<file path="src/rtl/audio_pkg.sv">
// Shared constants and slot-formatting helper for the serial-audio transmitter.
package audio_pkg;

    localparam int unsigned MODE_I2S   = 0;
    localparam int unsigned MODE_LJ    = 1;
    localparam int unsigned MODE_RJ    = 2;
    localparam int unsigned MAX_SLOT_W = 64;

    // Returns a slot with slot bit k at position slot_w-1-k, so the slot shifts out MSB first.
    // The sample arrives zero-extended; bits outside the sample window stay zero.
    function automatic logic [MAX_SLOT_W-1:0] build_slot(
        input logic [MAX_SLOT_W-1:0] sample,
        input int unsigned           sample_w,
        input int unsigned           slot_w,
        input int unsigned           mode
    );
        int unsigned ofs;
        case (mode)
            MODE_I2S: ofs = 1;
            MODE_LJ:  ofs = 0;
            default:  ofs = slot_w - sample_w;
        endcase
        return sample << (slot_w - ofs - sample_w);
    endfunction

endpackage

</file>
<file path="src/rtl/bclk_gen.sv">
// Bit-clock divider: bclk toggles every BCLK_DIV sys_clk cycles; fall marks the cycle
// whose closing edge drives bclk from 1 to 0.
module bclk_gen #(
    parameter int unsigned BCLK_DIV = 4
) (
    input  logic sys_clk,
    input  logic reset,
    output logic bclk,
    output logic fall
);

    localparam int unsigned     DIV_W    = (BCLK_DIV > 1) ? $clog2(BCLK_DIV) : 1;
    localparam logic [DIV_W-1:0] DIV_LAST = DIV_W'(BCLK_DIV - 1);

    logic [DIV_W-1:0] div_cnt_q, div_cnt_d;
    logic             bclk_q, bclk_d;
    logic             tc;

    // NOTE: every signal written here gets its default on the first lines, so no latch can form.
    always_comb begin
        tc        = (div_cnt_q == DIV_LAST);
        div_cnt_d = tc ? '0 : div_cnt_q + 1'b1;
        bclk_d    = tc ? ~bclk_q : bclk_q;
    end

    // NOTE: state updates use <= only, so every flop samples the pre-edge values of the others.
    always_ff @(posedge sys_clk) begin
        if (reset) begin
            div_cnt_q <= '0;
            bclk_q    <= 1'b0;
        end else begin
            div_cnt_q <= div_cnt_d;
            bclk_q    <= bclk_d;
        end
    end

    assign bclk = bclk_q;
    assign fall = tc & bclk_q;

endmodule

</file>
<file path="src/rtl/i2s_tx_serializer.sv">
// Stereo serial-audio transmitter: one-frame holding buffer, frame builder and
// shift register producing bclk/daclrc/dacdat on sys_clk only.
module i2s_tx_serializer
    import audio_pkg::*;
#(
    parameter int unsigned SAMPLE_W      = 24,
    parameter int unsigned SLOT_W        = 32,
    parameter int unsigned BCLK_DIV      = 4,
    parameter int unsigned MODE          = 0,
    parameter int unsigned UNDERRUN_ZERO = 0
) (
    input  logic                sys_clk,
    input  logic                reset,
    input  logic                s_valid,
    output logic                s_ready,
    input  logic [SAMPLE_W-1:0] s_left,
    input  logic [SAMPLE_W-1:0] s_right,
    output logic                bclk,
    output logic                daclrc,
    output logic                dacdat,
    output logic                frame_start,
    output logic                underrun
);

    localparam int unsigned       FRAME_W    = 2 * SLOT_W;
    localparam int unsigned       CNT_W      = $clog2(FRAME_W);
    localparam logic [CNT_W-1:0]  CNT_LAST   = CNT_W'(FRAME_W - 1);
    localparam logic [CNT_W-1:0]  SLOT_START = CNT_W'(SLOT_W);

    if (MODE > 2) begin : g_bad_mode
        $error("i2s_tx_serializer: MODE must be 0, 1 or 2");
    end
    if (SAMPLE_W > SLOT_W) begin : g_bad_width
        $error("i2s_tx_serializer: SAMPLE_W exceeds SLOT_W");
    end
    if (MODE == MODE_I2S && SAMPLE_W > SLOT_W - 1) begin : g_bad_i2s
        $error("i2s_tx_serializer: I2S needs SAMPLE_W <= SLOT_W-1");
    end
    if (BCLK_DIV < 1) begin : g_bad_div
        $error("i2s_tx_serializer: BCLK_DIV must be at least 1");
    end
    if (SLOT_W > MAX_SLOT_W) begin : g_bad_slot
        $error("i2s_tx_serializer: SLOT_W exceeds MAX_SLOT_W");
    end

    logic fall;

    bclk_gen #(.BCLK_DIV(BCLK_DIV)) u_bclk_gen (
        .sys_clk (sys_clk),
        .reset   (reset),
        .bclk    (bclk),
        .fall    (fall)
    );

    logic [2*SAMPLE_W-1:0] hold_q, hold_d;
    logic                  hold_full_q, hold_full_d;
    logic [FRAME_W-1:0]    shift_q, shift_d;
    logic [FRAME_W-1:0]    last_q, last_d;
    logic [CNT_W-1:0]      bit_cnt_q, bit_cnt_d;
    logic                  dacdat_q, dacdat_d;
    logic                  daclrc_q, daclrc_d;
    logic                  frame_start_q, frame_start_d;
    logic                  underrun_q, underrun_d;

    logic [FRAME_W-1:0]    frame_new;
    logic [FRAME_W-1:0]    shift_src;
    logic                  accept;
    logic                  load;

    always_comb begin
        frame_new = {SLOT_W'(build_slot(MAX_SLOT_W'(hold_q[2*SAMPLE_W-1 -: SAMPLE_W]),
                                        SAMPLE_W, SLOT_W, MODE)),
                     SLOT_W'(build_slot(MAX_SLOT_W'(hold_q[SAMPLE_W-1:0]),
                                        SAMPLE_W, SLOT_W, MODE))};
        accept        = s_valid && !hold_full_q;
        load          = fall && (bit_cnt_q == '0);

        hold_d        = hold_q;
        hold_full_d   = hold_full_q;
        shift_d       = shift_q;
        last_d        = last_q;
        bit_cnt_d     = bit_cnt_q;
        dacdat_d      = dacdat_q;
        daclrc_d      = daclrc_q;
        frame_start_d = 1'b0;
        underrun_d    = 1'b0;
        shift_src     = shift_q;

        // Accept only ever happens with hold empty, so it never collides with a full-hold load.
        if (accept) begin
            hold_d      = {s_left, s_right};
            hold_full_d = 1'b1;
        end

        if (fall) begin
            if (load) begin
                frame_start_d = 1'b1;
                if (hold_full_q) begin
                    shift_src   = frame_new;
                    last_d      = frame_new;
                    hold_full_d = 1'b0;
                end else begin
                    underrun_d = 1'b1;
                    shift_src  = (UNDERRUN_ZERO != 0) ? '0 : last_q;
                end
            end
            dacdat_d  = shift_src[FRAME_W-1];
            shift_d   = {shift_src[FRAME_W-2:0], 1'b0};
            daclrc_d  = (bit_cnt_q >= SLOT_START);
            bit_cnt_d = (bit_cnt_q == CNT_LAST) ? '0 : bit_cnt_q + 1'b1;
        end
    end

    always_ff @(posedge sys_clk) begin
        if (reset) begin
            hold_q        <= '0;
            hold_full_q   <= 1'b0;
            shift_q       <= '0;
            last_q        <= '0;
            bit_cnt_q     <= '0;
            dacdat_q      <= 1'b0;
            daclrc_q      <= 1'b0;
            frame_start_q <= 1'b0;
            underrun_q    <= 1'b0;
        end else begin
            hold_q        <= hold_d;
            hold_full_q   <= hold_full_d;
            shift_q       <= shift_d;
            last_q        <= last_d;
            bit_cnt_q     <= bit_cnt_d;
            dacdat_q      <= dacdat_d;
            daclrc_q      <= daclrc_d;
            frame_start_q <= frame_start_d;
            underrun_q    <= underrun_d;
        end
    end

    assign s_ready     = ~hold_full_q;
    assign dacdat      = dacdat_q;
    assign daclrc      = daclrc_q;
    assign frame_start = frame_start_q;
    assign underrun    = underrun_q;

endmodule

</file>
<file path="config.mk">
export PLATFORM = sky130hd
export DESIGN_NAME = i2s_tx_serializer
export DESIGN_NICKNAME = d
export VERILOG_FILES = /design/src/rtl/audio_pkg.sv /design/src/rtl/bclk_gen.sv /design/src/rtl/i2s_tx_serializer.sv
export SDC_FILE = /design/constraint.sdc
export NUM_CORES = 1
export LEC_CHECK = 0
export BUFFER_PORTS_ARGS = -buffer_cell sky130_fd_sc_hd__buf_2
export CAP_MARGIN = 25
export CORE_UTILIZATION = 49
export CTS_CLUSTER_DIAMETER = 60
export DETAILED_ROUTE_END_ITERATION = 10
export MAX_ROUTING_LAYER = met4
export PLACE_DENSITY = 0.71
export SYNTH_ARGS = -nofsm -noshare
export SYNTH_HDL_FRONTEND = slang
export SYNTH_HIERARCHICAL = 1
export SYNTH_SLANG_ARGS = --single-unit
</file>
<file path="constraint.sdc">
create_clock -name sys_clk -period 3.8 [get_ports sys_clk]
set_clock_uncertainty 0.1 [all_clocks]
set_input_delay 0.19 -clock sys_clk [delete_from_list [all_inputs] [get_ports sys_clk]]
set_output_delay 0.19 -clock sys_clk [all_outputs]
set_load 0.03 [all_outputs]
</file>
==> summary.md <==
| Metric | Value |
|---|---|
| Die area | `17,330 sq um` |
| Net Count, Synth | `1,004` |
| Clock Tree Root | `clkbuf_16` |
| CTS max path bufs | `2` |
| # rows | `47` |
| Number of synthesized flops with an enable pin | `0` |
| Placer Congestion | `0.7101` |
| Area of the mapped netlist | `8238 sq um` |
| Num CTS Buffers | `17` |
| Vias in the first global route | `6,686` |
| Clock latency on the worst-skew pair | `430 ps` |
| Outcome | `finished clean` |
| First-pass GRT wire length | `31.67 mm` |
| Core area | `16,520 sq um` |
| Min-delay worst type | `input pin to register` |
| Data arrival, critical path | `2730 ps` |
| Yosys top cell by area | `dfxtp_1` |
| CTS HTree Levels | `4` |
| Worst Max-Slew Pin Slew | `880.0 ps` |
| Distinct cells, synth | `36` |
| Max VDD drop | `0.0003329 V` |
| HPWL after DPL | `9.600 mm` |
| Startpoint Class | `register` |
| RSZ-0062 raised after global routing | `false` |
| Clk pin slew, worst setup/hold paths | `60 ps` |
| Port bufs | `56` |
| Area of the multi-input gates | `4011 sq um` |
| Nets@finish | `1,035` |
| Antenna viol nets, final | `0` |
| Via density | `5.712` |
| Hold Vio Cnt, Final | `0` |
| Starting DRT DRC Count | `474` |
| Maxcap violations | `0` |
| Crit path capture type | `primary output` |
| Sequential Area | `3785 sq um` |
| CTS tree | `built` |
| Total Routing Usage GR | `22.54%` |
| Drt drc | `0` |
| Post-synthesis sequential area ratio | `45.93%` |
| Synth Register Bits | `189` |
| Lkg Pwr | `3.314 nW` |
| Total gr overflow | `0` |
| Ports | `57` |
| FFs w/ async S/R, synth | `0%` |
| Final Core Density | `58.69%` |
| Pins Over Slew Limit | `0` |
| Max incr delay on CP | `790 ps` |
| Top_reg_cell synth | `dfxtp_1` |
| Final setup viols | `0` |
| Final wirelength | `18.26 mm` |
| Area delta synth->final | `17.72%` |
| Crit-path slowest cell | `dfxtp_2` |
| Power per cell area | `435.8 nW/um^2` |
| Synth Instances | `950` |
| Synth Area per Inst | `8.671 sq um` |
| Pre-Repair DR Iteration Count | `5` |
| Layout cells sized above 1 | `20.93%` |
| Horiz. Die Dim | `131.7 um` |
| Largest net degree at the start of global routing | `114` |
| Worst-path fanout max | `28` |
| Synth top area cells | `dfxtp_1, nand2_1, mux2_2` |
| Routed length per placed instance | `15.04 um` |
| Rel. slew slack | `41.33%` |
| Crit-path cells | `buf_4 -> clkinv_1 -> buf_2` |
| Die Height | `131.7 um` |
| Crit Path Category | `register to primary output` |
| Vias | `6,934` |
| Post-layout minimum cycle time | `3018 ps` |
| Fillers | `1,448` |
| Setup TNS | `0 ps` |
| Diode count | `0` |
| CP Data Required Time | `3510 ps` |
| Peak Freq | `331.4 MHz` |
| Post-CTS setup buffer count | `0` |
| Yosys warns | `6` |
| Initial Util | `49.85%` |
| Initial antenna violation count | `0` |
| Final period util | `79.41%` |
| Top cell type's share of synthesized area | `45.93%` |
| # clock sinks | `189` |
logic make-up (layout without fill, tap and decap cells):
| family | Yosys count | in the layout | synth area share (%) |
|---|---|---|---|
| fa+ha+maj | 3 | 3 | 0.4557 |
| mux | 50 | 50 | 6.804 |
| compound gates | 181 | 181 | 14.05 |
| buf+inv | 110 | 154 | 5.726 |
| xor+xnor | 4 | 4 | 0.4254 |
| simple gates | 413 | 413 | 26.61 |
| flops | 189 | 189 | 45.93 |
per-stage QoR:
step | power [mW] | worst slack (ps) | hold slack (ps) | instances | cell area (sq um)
2_1_floorplan | 2.232 | 1822 | 162.4 | 950 | 8238
3_3_place_gp | 2.299 | 1172 | 308.0 | 1131 | 8509
3_5_place_dp | 2.307 | 1095 | 315.2 | 1132 | 8537
4_1_cts | 4.250 | 780.9 | 114.8 | 1213 | 9671
5_1_grt | 4.361 | 637.6 | 140.1 | 1214 | 9698
6_report | 4.226 | 782.3 | 126.2 | 1214 | 9698
cells in the mapped netlist (all sizes together), types with 18 or more instances:
| cell type | n |
|---|---|
| dfxtp | 189 |
| nand2 | 146 |
| nor3 | 99 |
| a21oi | 98 |
| clkbuf | 72 |
| nand4 | 66 |
| mux2 | 48 |
| o311ai | 48 |
| or3b | 48 |
| buf | 35 |
| nor2 | 22 |
| and2 | 18 |
worst paths after layout:
path,start,slack (ps),endpoint,cells past startpoint
hold / removal,reset,130,hold_q[18],2
hold reg to reg,u_bclk_gen/div_cnt_q[0],330,u_bclk_gen/div_cnt_q[0],1
setup / recovery,hold_full_q,780,s_ready,3
setup reg to reg,u_bclk_gen/div_cnt_q[0],1070,shift_q[39],6
worst max-delay path: cells and delay by family (launching register included):
family / cells / cell delay (ps)
buf+inv: 3 / 1510
flops: 1 / 790
repair_timing:
item,CTS,global route
endpoints found under the hold margin,49,0
hold buffers,49,0
resized for setup,0,0
report_power, final:
| part | internal, mW | total [mW] | switching [mW] |
|---|---|---|---|
| registers | 2.02 | 2.05 | 0.0274 |
| clock network | 1.17 | 1.92 | 0.748 |
| logic | 0.119 | 0.259 | 0.141 |
| total | 3.31 | 4.23 | 0.916 |
state kept, by name, indices dropped and copies added (netlist names), 2 cells and up:
register and count:
shift_q 63, bit_cnt_q 6, u_bclk_gen/div_cnt_q 2, last_q 64, hold_q 48
cell usage in the layout, fill, tap and decap left out, types with 20 or more instances in the layout:
cell type	Yosys	final
buf_2	23	55
nand2_1	146	146
or3b_2	48	48
dfxtp_1	189	188
nor3_1	99	99
a21oi_1	98	98
mux2_2	48	48
o311ai_1	20	20
o311ai_0	28	28
nor2_1	21	21
nand4_1	66	66
dlygate4sd3_1	0	49
cell type report:
type | instances | share of cell area (%)
Tap cell | 220 | 2.838
Multi-Input combinational cell | 651 | 41.36
Clock buffer | 22 | 4.993
Sequential cell | 189 | 39.03
Clock inverter | 10 | 1.638
Inverter | 3 | 0.1161
Timing Repair Buffer | 119 | 10.02
routing by layer:
layer / routed length [um] / GRT usage [%] / vias up / share of wire [%]
met4: 228 / 6.202 / 0 / 1.2
met5: 0 / - / - / 0
met1: 8810 / 28.17 / 3290 / 48
met3: 605 / 4.012 / 26 / 3.3
met2: 8619 / 37.33 / 115 / 47
li1: - / - / 3503 / -
Power figures use the tool's default switching activity.
